[src/rtl/hazard_stall_ctrl_pkg.sv]
// ---------------------------------------------------------------------------
// pipeline_pkg
// Shared pipeline types for the decode / hazard / execute slice.
//   MICROCODE_W, INST_DATA_W : field widths of a pipeline stage
//   MICROCODE_NOP            : all-zero microcode, i.e. a bubble
//   stage_t                  : one stage register {microcode, instruction_data}
//   STAGE_BUBBLE             : a bubble (no rs checks, no register write)
//   make_stage()             : packs the two fields into a stage_t
// ---------------------------------------------------------------------------
package pipeline_pkg;

    localparam int MICROCODE_W = 25;
    localparam int INST_DATA_W = 25;

    localparam logic [MICROCODE_W-1:0] MICROCODE_NOP = {MICROCODE_W{1'b0}};

    typedef struct packed {
        logic [MICROCODE_W-1:0] microcode;
        logic [INST_DATA_W-1:0] instruction_data;
    } stage_t;

    localparam stage_t STAGE_BUBBLE = '{
        microcode:        MICROCODE_NOP,
        instruction_data: {INST_DATA_W{1'b0}}
    };

    function automatic stage_t make_stage(
        input logic [MICROCODE_W-1:0] mc,
        input logic [INST_DATA_W-1:0] idata
    );
        stage_t st;
        st.microcode        = mc;
        st.instruction_data = idata;
        return st;
    endfunction

endpackage

[src/rtl/hazard_stall_ctrl_if.sv]
// ---------------------------------------------------------------------------
// hazard_stall_ctrl_if
// Decode -> hazard_stall_ctrl instruction handshake.
//   in_valid            : decode offers an instruction
//   in_ready            : hazard_stall_ctrl accepts (low while stalling)
//   in_microcode        : microcode of the offered instruction
//   in_instruction_data : rd/rs1/rs2/imm packing of the offered instruction
// Modports: master = decode side, slave = hazard_stall_ctrl side.
// ---------------------------------------------------------------------------
interface hazard_stall_ctrl_if import pipeline_pkg::*; ();

    logic                   in_valid;
    logic                   in_ready;
    logic [MICROCODE_W-1:0] in_microcode;
    logic [INST_DATA_W-1:0] in_instruction_data;

    modport master (
        output in_valid,
        output in_microcode,
        output in_instruction_data,
        input  in_ready
    );

    modport slave (
        input  in_valid,
        input  in_microcode,
        input  in_instruction_data,
        output in_ready
    );

endinterface

[src/rtl/hazard_stall_ctrl_counter.sv]
// ---------------------------------------------------------------------------
// hazard_stall_counter
// Stall-window counter for hazard_stall_ctrl.
//   clk, rst_n        : clock, async active-low reset
//   flush             : branch redirect, clears the window
//   data_dependency   : hazard flag from the detector
//   stall             : data_dependency | window open (combinational)
//   cnt_nz            : registered "window open" (counter nonzero)
//   stall_cycle_count : saturating count of stall edges
//                       (only with HAZARD_PERF_CNT_EN defined)
// A hazard seen with the window closed loads STALL_CYCLES-1; that edge is
// itself the first hold edge, so the window covers the remaining ones.
// ---------------------------------------------------------------------------
module hazard_stall_counter #(
    parameter int STALL_CYCLES = 3
) (
    input  logic        clk,
    input  logic        rst_n,
    input  logic        flush,
    input  logic        data_dependency,
    output logic        stall,
    output logic        cnt_nz
`ifdef HAZARD_PERF_CNT_EN
    ,
    output logic [15:0] stall_cycle_count
`endif
);

    localparam int CNT_W = $clog2(STALL_CYCLES + 1);
    localparam logic [CNT_W-1:0] CNT_LOAD = CNT_W'(STALL_CYCLES - 1);
    localparam logic [CNT_W-1:0] CNT_ZERO = {CNT_W{1'b0}};
    localparam logic [CNT_W-1:0] CNT_ONE  = CNT_W'(1);

    logic [CNT_W-1:0] cnt_r;
    logic [CNT_W-1:0] cnt_next_s;
    logic             cnt_nz_r;

    assign stall  = data_dependency | cnt_nz_r;
    assign cnt_nz = cnt_nz_r;

    // Next counter value: flush clears, hazard loads, otherwise count down.
    always_comb begin
        cnt_next_s = cnt_r;
        if (flush) begin
            cnt_next_s = CNT_ZERO;
        end else if (data_dependency && !cnt_nz_r) begin
            cnt_next_s = CNT_LOAD;
        end else if (cnt_nz_r) begin
            cnt_next_s = cnt_r - CNT_ONE;
        end else begin
            cnt_next_s = cnt_r;
        end
    end

    // Counter register and its registered nonzero flag.
    always_ff @(posedge clk or negedge rst_n) begin
        if (!rst_n) begin
            cnt_r    <= CNT_ZERO;
            cnt_nz_r <= 1'b0;
        end else begin
            cnt_r    <= cnt_next_s;
            cnt_nz_r <= (cnt_next_s != CNT_ZERO);
        end
    end

`ifdef HAZARD_PERF_CNT_EN
    logic [15:0] perf_r;

    // Saturating count of stall edges, cleared only by reset.
    always_ff @(posedge clk or negedge rst_n) begin
        if (!rst_n) begin
            perf_r <= 16'd0;
        end else if (stall && (perf_r != 16'hFFFF)) begin
            perf_r <= perf_r + 16'd1;
        end else begin
            perf_r <= perf_r;
        end
    end

    assign stall_cycle_count = perf_r;
`endif

endmodule

[src/rtl/hazard_stall_ctrl.sv]
// ---------------------------------------------------------------------------
// hazard_stall_ctrl
// Owns the s0..s3 pipeline registers and resolves read-after-write hazards.
// On a hazard s0 holds, s1 receives bubbles and s2/s3 keep draining until
// the stall window closes. Flush kills s0/s1 and closes the window.
//   clk, rst_n                  : clock, async active-low reset
//   dec (slave)                 : decode handshake (in_ready = ~stall)
//   flush                       : branch redirect
//   data_dependency             : hazard flag from the detector
//   microcode_s0..s3            : stage microcode registers
//   instruction_data_s0..s3     : stage instruction-data registers
//   currently_blocked           : registered, high while the window is open
//   stall_cycle_count           : only with HAZARD_PERF_CNT_EN defined
// Optional feature macro: HAZARD_PERF_CNT_EN.
// ---------------------------------------------------------------------------
module hazard_stall_ctrl import pipeline_pkg::*; #(
    parameter int STALL_CYCLES = 3
) (
    input  logic                   clk,
    input  logic                   rst_n,
    hazard_stall_ctrl_if.slave     dec,
    input  logic                   flush,
    input  logic                   data_dependency,
    output logic [MICROCODE_W-1:0] microcode_s0,
    output logic [MICROCODE_W-1:0] microcode_s1,
    output logic [MICROCODE_W-1:0] microcode_s2,
    output logic [MICROCODE_W-1:0] microcode_s3,
    output logic [INST_DATA_W-1:0] instruction_data_s0,
    output logic [INST_DATA_W-1:0] instruction_data_s1,
    output logic [INST_DATA_W-1:0] instruction_data_s2,
    output logic [INST_DATA_W-1:0] instruction_data_s3,
    output logic                   currently_blocked
`ifdef HAZARD_PERF_CNT_EN
    ,
    output logic [15:0]            stall_cycle_count
`endif
);

    logic   stall_s;
    logic   cnt_nz_s;
    stage_t s0_r, s1_r, s2_r, s3_r;
    stage_t s0_next_s, s1_next_s, s2_next_s, s3_next_s;

    hazard_stall_counter #(
        .STALL_CYCLES (STALL_CYCLES)
    ) u_counter (
        .clk               (clk),
        .rst_n             (rst_n),
        .flush             (flush),
        .data_dependency   (data_dependency),
        .stall             (stall_s),
        .cnt_nz            (cnt_nz_s)
`ifdef HAZARD_PERF_CNT_EN
        ,
        .stall_cycle_count (stall_cycle_count)
`endif
    );

    assign dec.in_ready      = ~stall_s;
    assign currently_blocked = cnt_nz_s;

    // Stage steering; s2/s3 always advance so the writer keeps draining.
    always_comb begin
        s3_next_s = s2_r;
        s2_next_s = s1_r;
        s1_next_s = STAGE_BUBBLE;
        s0_next_s = STAGE_BUBBLE;
        if (flush) begin
            // Accepted input (if any) is discarded on a redirect.
            s1_next_s = STAGE_BUBBLE;
            s0_next_s = STAGE_BUBBLE;
        end else if (stall_s) begin
            s1_next_s = STAGE_BUBBLE;
            s0_next_s = s0_r;
        end else if (dec.in_valid) begin
            s1_next_s = s0_r;
            s0_next_s = make_stage(dec.in_microcode, dec.in_instruction_data);
        end else begin
            s1_next_s = s0_r;
            s0_next_s = STAGE_BUBBLE;
        end
    end

    // Stage registers; reset fills the pipe with bubbles.
    always_ff @(posedge clk or negedge rst_n) begin
        if (!rst_n) begin
            s0_r <= STAGE_BUBBLE;
            s1_r <= STAGE_BUBBLE;
            s2_r <= STAGE_BUBBLE;
            s3_r <= STAGE_BUBBLE;
        end else begin
            s0_r <= s0_next_s;
            s1_r <= s1_next_s;
            s2_r <= s2_next_s;
            s3_r <= s3_next_s;
        end
    end

    assign microcode_s0        = s0_r.microcode;
    assign microcode_s1        = s1_r.microcode;
    assign microcode_s2        = s2_r.microcode;
    assign microcode_s3        = s3_r.microcode;
    assign instruction_data_s0 = s0_r.instruction_data;
    assign instruction_data_s1 = s1_r.instruction_data;
    assign instruction_data_s2 = s2_r.instruction_data;
    assign instruction_data_s3 = s3_r.instruction_data;

endmodule

[src/flat_wrapper.sv]
// flat-port wrapper written by rule: the top's interface ports become plain ports
module hazard_stall_ctrl_flat import pipeline_pkg::*;
#(
    parameter int STALL_CYCLES = 3
)
  (clk, rst_n, flush, data_dependency, microcode_s0, microcode_s1, microcode_s2, microcode_s3, instruction_data_s0, instruction_data_s1, instruction_data_s2, instruction_data_s3, currently_blocked, dec_in_valid, dec_in_microcode, dec_in_instruction_data, dec_in_ready);
  hazard_stall_ctrl_if dec_i ();
  input  logic clk;
  input  logic rst_n;
  input  logic flush;
  input  logic data_dependency;
  output logic [MICROCODE_W-1:0] microcode_s0;
  output logic [MICROCODE_W-1:0] microcode_s1;
  output logic [MICROCODE_W-1:0] microcode_s2;
  output logic [MICROCODE_W-1:0] microcode_s3;
  output logic [INST_DATA_W-1:0] instruction_data_s0;
  output logic [INST_DATA_W-1:0] instruction_data_s1;
  output logic [INST_DATA_W-1:0] instruction_data_s2;
  output logic [INST_DATA_W-1:0] instruction_data_s3;
  output logic currently_blocked;
  input wire logic [$bits(dec_i.in_valid)-1:0] dec_in_valid;
  input wire logic [$bits(dec_i.in_microcode)-1:0] dec_in_microcode;
  input wire logic [$bits(dec_i.in_instruction_data)-1:0] dec_in_instruction_data;
  output wire logic [$bits(dec_i.in_ready)-1:0] dec_in_ready;
  assign dec_i.in_valid = dec_in_valid;
  assign dec_i.in_microcode = dec_in_microcode;
  assign dec_i.in_instruction_data = dec_in_instruction_data;
  assign dec_in_ready = dec_i.in_ready;
  hazard_stall_ctrl #(.STALL_CYCLES(STALL_CYCLES)) u_core (.clk(clk), .rst_n(rst_n), .dec(dec_i), .flush(flush), .data_dependency(data_dependency), .microcode_s0(microcode_s0), .microcode_s1(microcode_s1), .microcode_s2(microcode_s2), .microcode_s3(microcode_s3), .instruction_data_s0(instruction_data_s0), .instruction_data_s1(instruction_data_s1), .instruction_data_s2(instruction_data_s2), .instruction_data_s3(instruction_data_s3), .currently_blocked(currently_blocked));
endmodule
[config.mk]
export PLATFORM = sky130hd
export DESIGN_NAME = hazard_stall_ctrl_flat
export DESIGN_NICKNAME = d
export VERILOG_FILES = /design/src/rtl/hazard_stall_ctrl_pkg.sv /design/src/rtl/hazard_stall_ctrl_if.sv /design/src/rtl/hazard_stall_ctrl_counter.sv /design/src/rtl/hazard_stall_ctrl.sv /design/src/flat_wrapper.sv
export SDC_FILE = /design/constraint.sdc
export NUM_CORES = 1
export LEC_CHECK = 0
export ABC_AREA = 0
export CORE_MARGIN = 2
export CORE_UTILIZATION = 30
export CTS_CLUSTER_SIZE = 30
export DETAILED_ROUTE_END_ITERATION = 6
export MAX_ROUTING_LAYER = met4
export PLACE_DENSITY = 0.61
export SYNTH_ARGS = -nofsm -noshare
export SYNTH_HDL_FRONTEND = slang
export SYNTH_SLANG_ARGS = --single-unit
[constraint.sdc]
create_clock -name clk -period 2.1 [get_ports clk]
set_input_delay 0.21 -clock clk [delete_from_list [all_inputs] [get_ports clk]]
set_output_delay 0.21 -clock clk [all_outputs]
set_load 0.02 [all_outputs]
Yosys cells after proc, flatten, opt, wreduce, memory -nomap -nowiden:

Cells that the tools add are included.

* flip-flop bits (word level): 203
* bits of input ports: 55
* word-level logic and storage cells: 25
* output and inout bits: 202

* $add $sub $neg: 1
* reduce and logical (&&, ||, !) cells: 3
* equality and inequality tests: 1
* bitwise gates (word level): 2
* muxes and demuxes: 8

Operators with widths (number)
* two-way mux 50 bit: 5
* two-way mux 2 bit: 3
* != test 2 bit, second input constant: 1
* nonzero test 2 bit: 1
* subtractor 2 x 1 -> 2 bit, second input constant: 1
* logical AND 1 bit: 1
* zero test 1 bit: 1
* inverter 1 bit: 1
* bitwise OR 1 bit: 1

Logic depth before layout (Yosys ltp):

* depth after elaboration: 5
* mapped depth: 5
* depth with buffers taken out: 2

By module:

Synthesis repeated with hierarchy kept, for this count alone.

* cell total of the unflattened synthesis: 444
* area, all modules: 6437.4 µm²

By module, submodules not included
* hazard_stall_ctrl: cells an instance 431, seq. area each 5004.8 µm², area an instance 6292.3 µm², times used 1
* hazard_stall_counter: cells an instance 13, seq. area each 75.1 µm², area an instance 145.1 µm², times used 1

Least setup slack after synthesis:

Ideal clock, no wire load.

* kind: reg-to-reg
* start point: register u_core.u_counter.cnt_nz_r, in the netlist u_core.u_counter.cnt_nz
* end point: register u_core.u_counter.cnt_r[1]
* arrival: 1283 ps
* path buffers: 2
* slack: 669 ps
* data required time: 1953 ps
* library setup time: 147 ps
* period minus slack after synthesis: 1431 ps
* cell stages (with the launch flop): 5
* cells stage by stage: dfrtp_1 > buf_6 > buf_6 > nor2_1 > a221oi_1

* word-level cells in the longest chain between the ends: 4
* elaborated cells between the ends (all ways): 5
* classes of those cells: mux (3); reduce/logical (2)

RTL lines
* start: declaration: line hazard_stall_ctrl_counter.sv:36 `logic cnt_nz_r;`
* start signal: assignment: line hazard_stall_ctrl_counter.sv:62 `cnt_nz_r <= (cnt_next_s != CNT_ZERO);`
* zero test 1 bit: line hazard_stall_ctrl_counter.sv:46 `end else if (data_dependency && !cnt_nz_r) begin`
* logical AND 1 bit: line hazard_stall_ctrl_counter.sv:46
* two-way mux 2 bit *: line hazard_stall_ctrl_counter.sv:46
* two-way mux 2 bit *: line hazard_stall_ctrl_counter.sv:44 `if (flush) begin`
* net u_core.u_counter.cnt_next_s[1]: line hazard_stall_ctrl_counter.sv:35 `logic [CNT_W-1:0] cnt_next_s;`
* end signal: assignment: line hazard_stall_ctrl_counter.sv:61 `cnt_r <= cnt_next_s;`
* end: declaration: line hazard_stall_ctrl_counter.sv:34 `logic [CNT_W-1:0] cnt_r;`

Mark *: on every way through the listed nets, which the timed path passes. The rest lies on a longest branch.
A chain may end at the register's enable or synchronous reset.

Final worst setup path:

* start point: register u_core.u_counter.cnt_nz_r, in the netlist u_core.u_counter.cnt_nz
* end point: output port currently_blocked

RTL lines
* end: declaration: line flat_wrapper.sv:20 `output logic currently_blocked;`

No word-level cell between the ends.

==> results.yml <==
power:
  cellLeakagePower_uw: 0.004523
  ir_drop_mv: 0.4709
  powerDensity_mw_per_mm2: 822.9
clock_network:
  cts_tree: "built"
  clk_latency_ns: 0.50
  h-tree-depth: 1
  post-cts-setup-buffers: 0
  cts_made_buffers: 22
  cts-root-buf: "clkbuf_16"
  clkTransAtPathRegs_ns: 0.06
  clockBufferDepth: 3
  clock_sink_count: 203
final_layout:
  layout-area-overhead-vs-synth_pct: 53.84
  n_antenna_cell: 0
  finalNonFillerCells: 998
  drive_gt1_frac: 0.07103
  final_net_count: 759
  post-route-util: 0.4715
synthesis:
  synth-main-ff-cell: "dfrtp_1"
  synth_cell_types: 19
  synth_area_leader_cell: "dfrtp_1"
  syn-mean-instance-area_um2: 14.88
  yosys.area.top_type_share: 0.7572
  synth-edff-count: 0
  synthesis.area_mm2: 0.006709
  syn-num-nets: 506
  synthTopCellsByArea: "dfrtp_1, nand4bb_1, and2_1"
  yosysSeqAreaShare: 0.7572
  ys_seq_elements: 203
  synth_common_cells: "dfrtp_1, a21oi_1, and2_1, nand4bb_1, o21ai_0"
  synthMostInstantiatedCell: "dfrtp_1"
  yosysWarnings: 0
  async_reset_ff_frac: 1.000
  netlist_instances: 451
placement:
  dp_cells: 959
  dp_hpwl_um: 11630
  place_ws_ns: 0.4767
  globalplace.congestion: 0.7879
  io_buffers: 256
route:
  firstDrtPassIters: 4
  drt-wirelength-per-cell_um: 17.28
  drcViolationCount: 0
  drtAntennaViolNets: 0
  routed_wl_um: 17250
  detail_route.vias_per_cell: 4.559
  vias: 4550
  drt-initial-drc-count: 129
floorplan:
  io_pins: 257
  core-area_mm2: 0.02189
  dieArea_mm2: 0.02358
  fp.dieH_um: 153.5
  start_util: 0.3065
  fp-row-count: 54
  die_x_um: 153.5
sta:
  tns_ns: 0
  slew_violations: 0
  relSlewSlack: 0.6052
  worst_pin_slew_ns: 0.5922
  rsz0062_at_grt: "no"
  hold_viol: 0
  fin_crit_sh: 0.9277
  setup_ws_ns: 0.1519
  finClkSkew_ns: 0.008295
  hold_slack_ns: 0.1353
  period_needed_ns: 1.948
  setup_viol: 0
  fmax_mhz: 513.3
worst_setup_path:
  crit_type: "reg2out"
  required_ns: 1.89
  worst-r2r-setup-slack_ns: 0.61
  crit_family: "buffers and inverters"
  critical_path.slowest_cell: "clkdlybuf4s50_1"
  crit_buf_inv: 1
  end_kind: "output pin"
  path_cells: "clkdlybuf4s50_1"
  crit_fanout: 23
  slowest_delay_ns: 0.66
  arrival_ns: 1.74
  start_kind: "register"
global_route:
  grt_max_degree: 104
  grt-ovfl-total: 0
  grt_pass1_wl_um: 27340
  antenna_found_initial: 0
  grt_use_total: 0.1466
  grt_pass1_vias: 4915
run_status:
  status: "completed"
job:
  cap_viol_max_count: 0
min_path:
  hold_class: "in2reg"
==> what timing repair did <==
action,CTS,global route
endpoints found under the setup margin,1,0
endpoints found under the hold margin,39,0
resized for setup,2,0
hold buffers,1,0
==> through the flow <==
step,power [µW],cell area [µm²]
finish,8493,10320
global route,8833,10320
CTS,8644,10320
detailed placement,4775,9585
global placement,4759,9585
floorplan,4380,6709
==> report_power, final <==
| group | switching [µW] | internal (µW) | leakage (µW) |
|---|---|---|---|
| clock | 1480 | 2320 | 0.000364 |
| combinational | 352 | 307 | 0.00134 |
| sequential | 55.9 | 3980 | 0.00282 |
==> layer usage <==
| metal | global-route usage | wire length, µm | up-vias |
|---|---|---|---|
| met5 | - | 0 | - |
| met4 | 0.04762 | 420 | 0 |
| met3 | 0.02988 | 1049 | 31 |
| met2 | 0.2457 | 8489 | 175 |
| met1 | 0.1787 | 7285 | 2272 |
| li1 | - | - | 2072 |
==> path summary, 6_finish.rpt <==
check                      depth (start not counted)                              to                     from
setup / recovery                                   1               currently_blocked  u_core.u_counter.cnt_nz
setup reg to reg                                   3       u_core.u_counter.cnt_r[0]  u_core.u_counter.cnt_nz
hold reg to reg                                    0         u_core.microcode_s3[12]  u_core.microcode_s2[12]
hold / removal                                     3       u_core.u_counter.cnt_r[1]          data_dependency
max in group asynchronous                          3         u_core.microcode_s3[10]                    rst_n
min in group asynchronous                          2  u_core.instruction_data_s2[20]                    rst_n
==> layout make-up <==
cell class | count | area [µm²]
flip-flops and latches | 203 | 5084
fillers | 1928 | 11570
clock buffers | 32 | 669.4
clock inverters | 6 | 55.05
repair buffers | 267 | 2710
inverters | 1 | 3.754
well taps | 280 | 350.3
multi-input cells | 209 | 1449
==> registers in the layout (all words and copies together) (netlist names) <==
name	count
u_core.instruction_data_s1	25
u_core.microcode_s0	25
u_core.instruction_data_s2	25
u_core.instruction_data_s3	25
u_core.microcode_s2	25
u_core.microcode_s1	25
u_core.u_counter.cnt_nz	1
u_core.u_counter.cnt_r	2
u_core.instruction_data_s0	25
u_core.microcode_s3	25
==> cells in the final DEF, fill, tap and decap left out <==
master           count
clkdlybuf4s50_1    251
dfrtp_1            202
a21oi_1             51
and2_1              50
o21ai_0             50
nand4bb_1           50
clkbuf_16           23
clkbuf_8             7
buf_12               6
clkinv_2             5
buf_4                4
clkbuf_1             3
buf_2                3
nor2_1               1
nor3_4               1
or3b_1               1
nand2b_1             1
inv_1                1
xor2_1               1
a221oi_1             1
nor4_1               1
a311oi_1             1
bufinv_16            1
dlygate4sd3_1        1
dlygate4sd2_1        1
dfrtp_4              1
==> logic make-up (layout without fill, tap and decap cells) <==
group | Yosys count | in the layout | share of synthesized area
DFF | 203 | 203 | 0.7572
xor gates and xnor gates | 1 | 1 | 0.001306
buffers and inverters | 39 | 306 | 0.02685
and+or+nand+nor | 105 | 105 | 0.1367
AOI/OAI and AO/OA | 103 | 103 | 0.07796
==> worst register-to-register path: stages (launching register included) <==
cell	delay, ns
dfrtp_4	0.59
buf_4	0.29
or3b_1	0.40
a21oi_1	0.12
No activity file was read; power rests on OpenSTA's default activity.
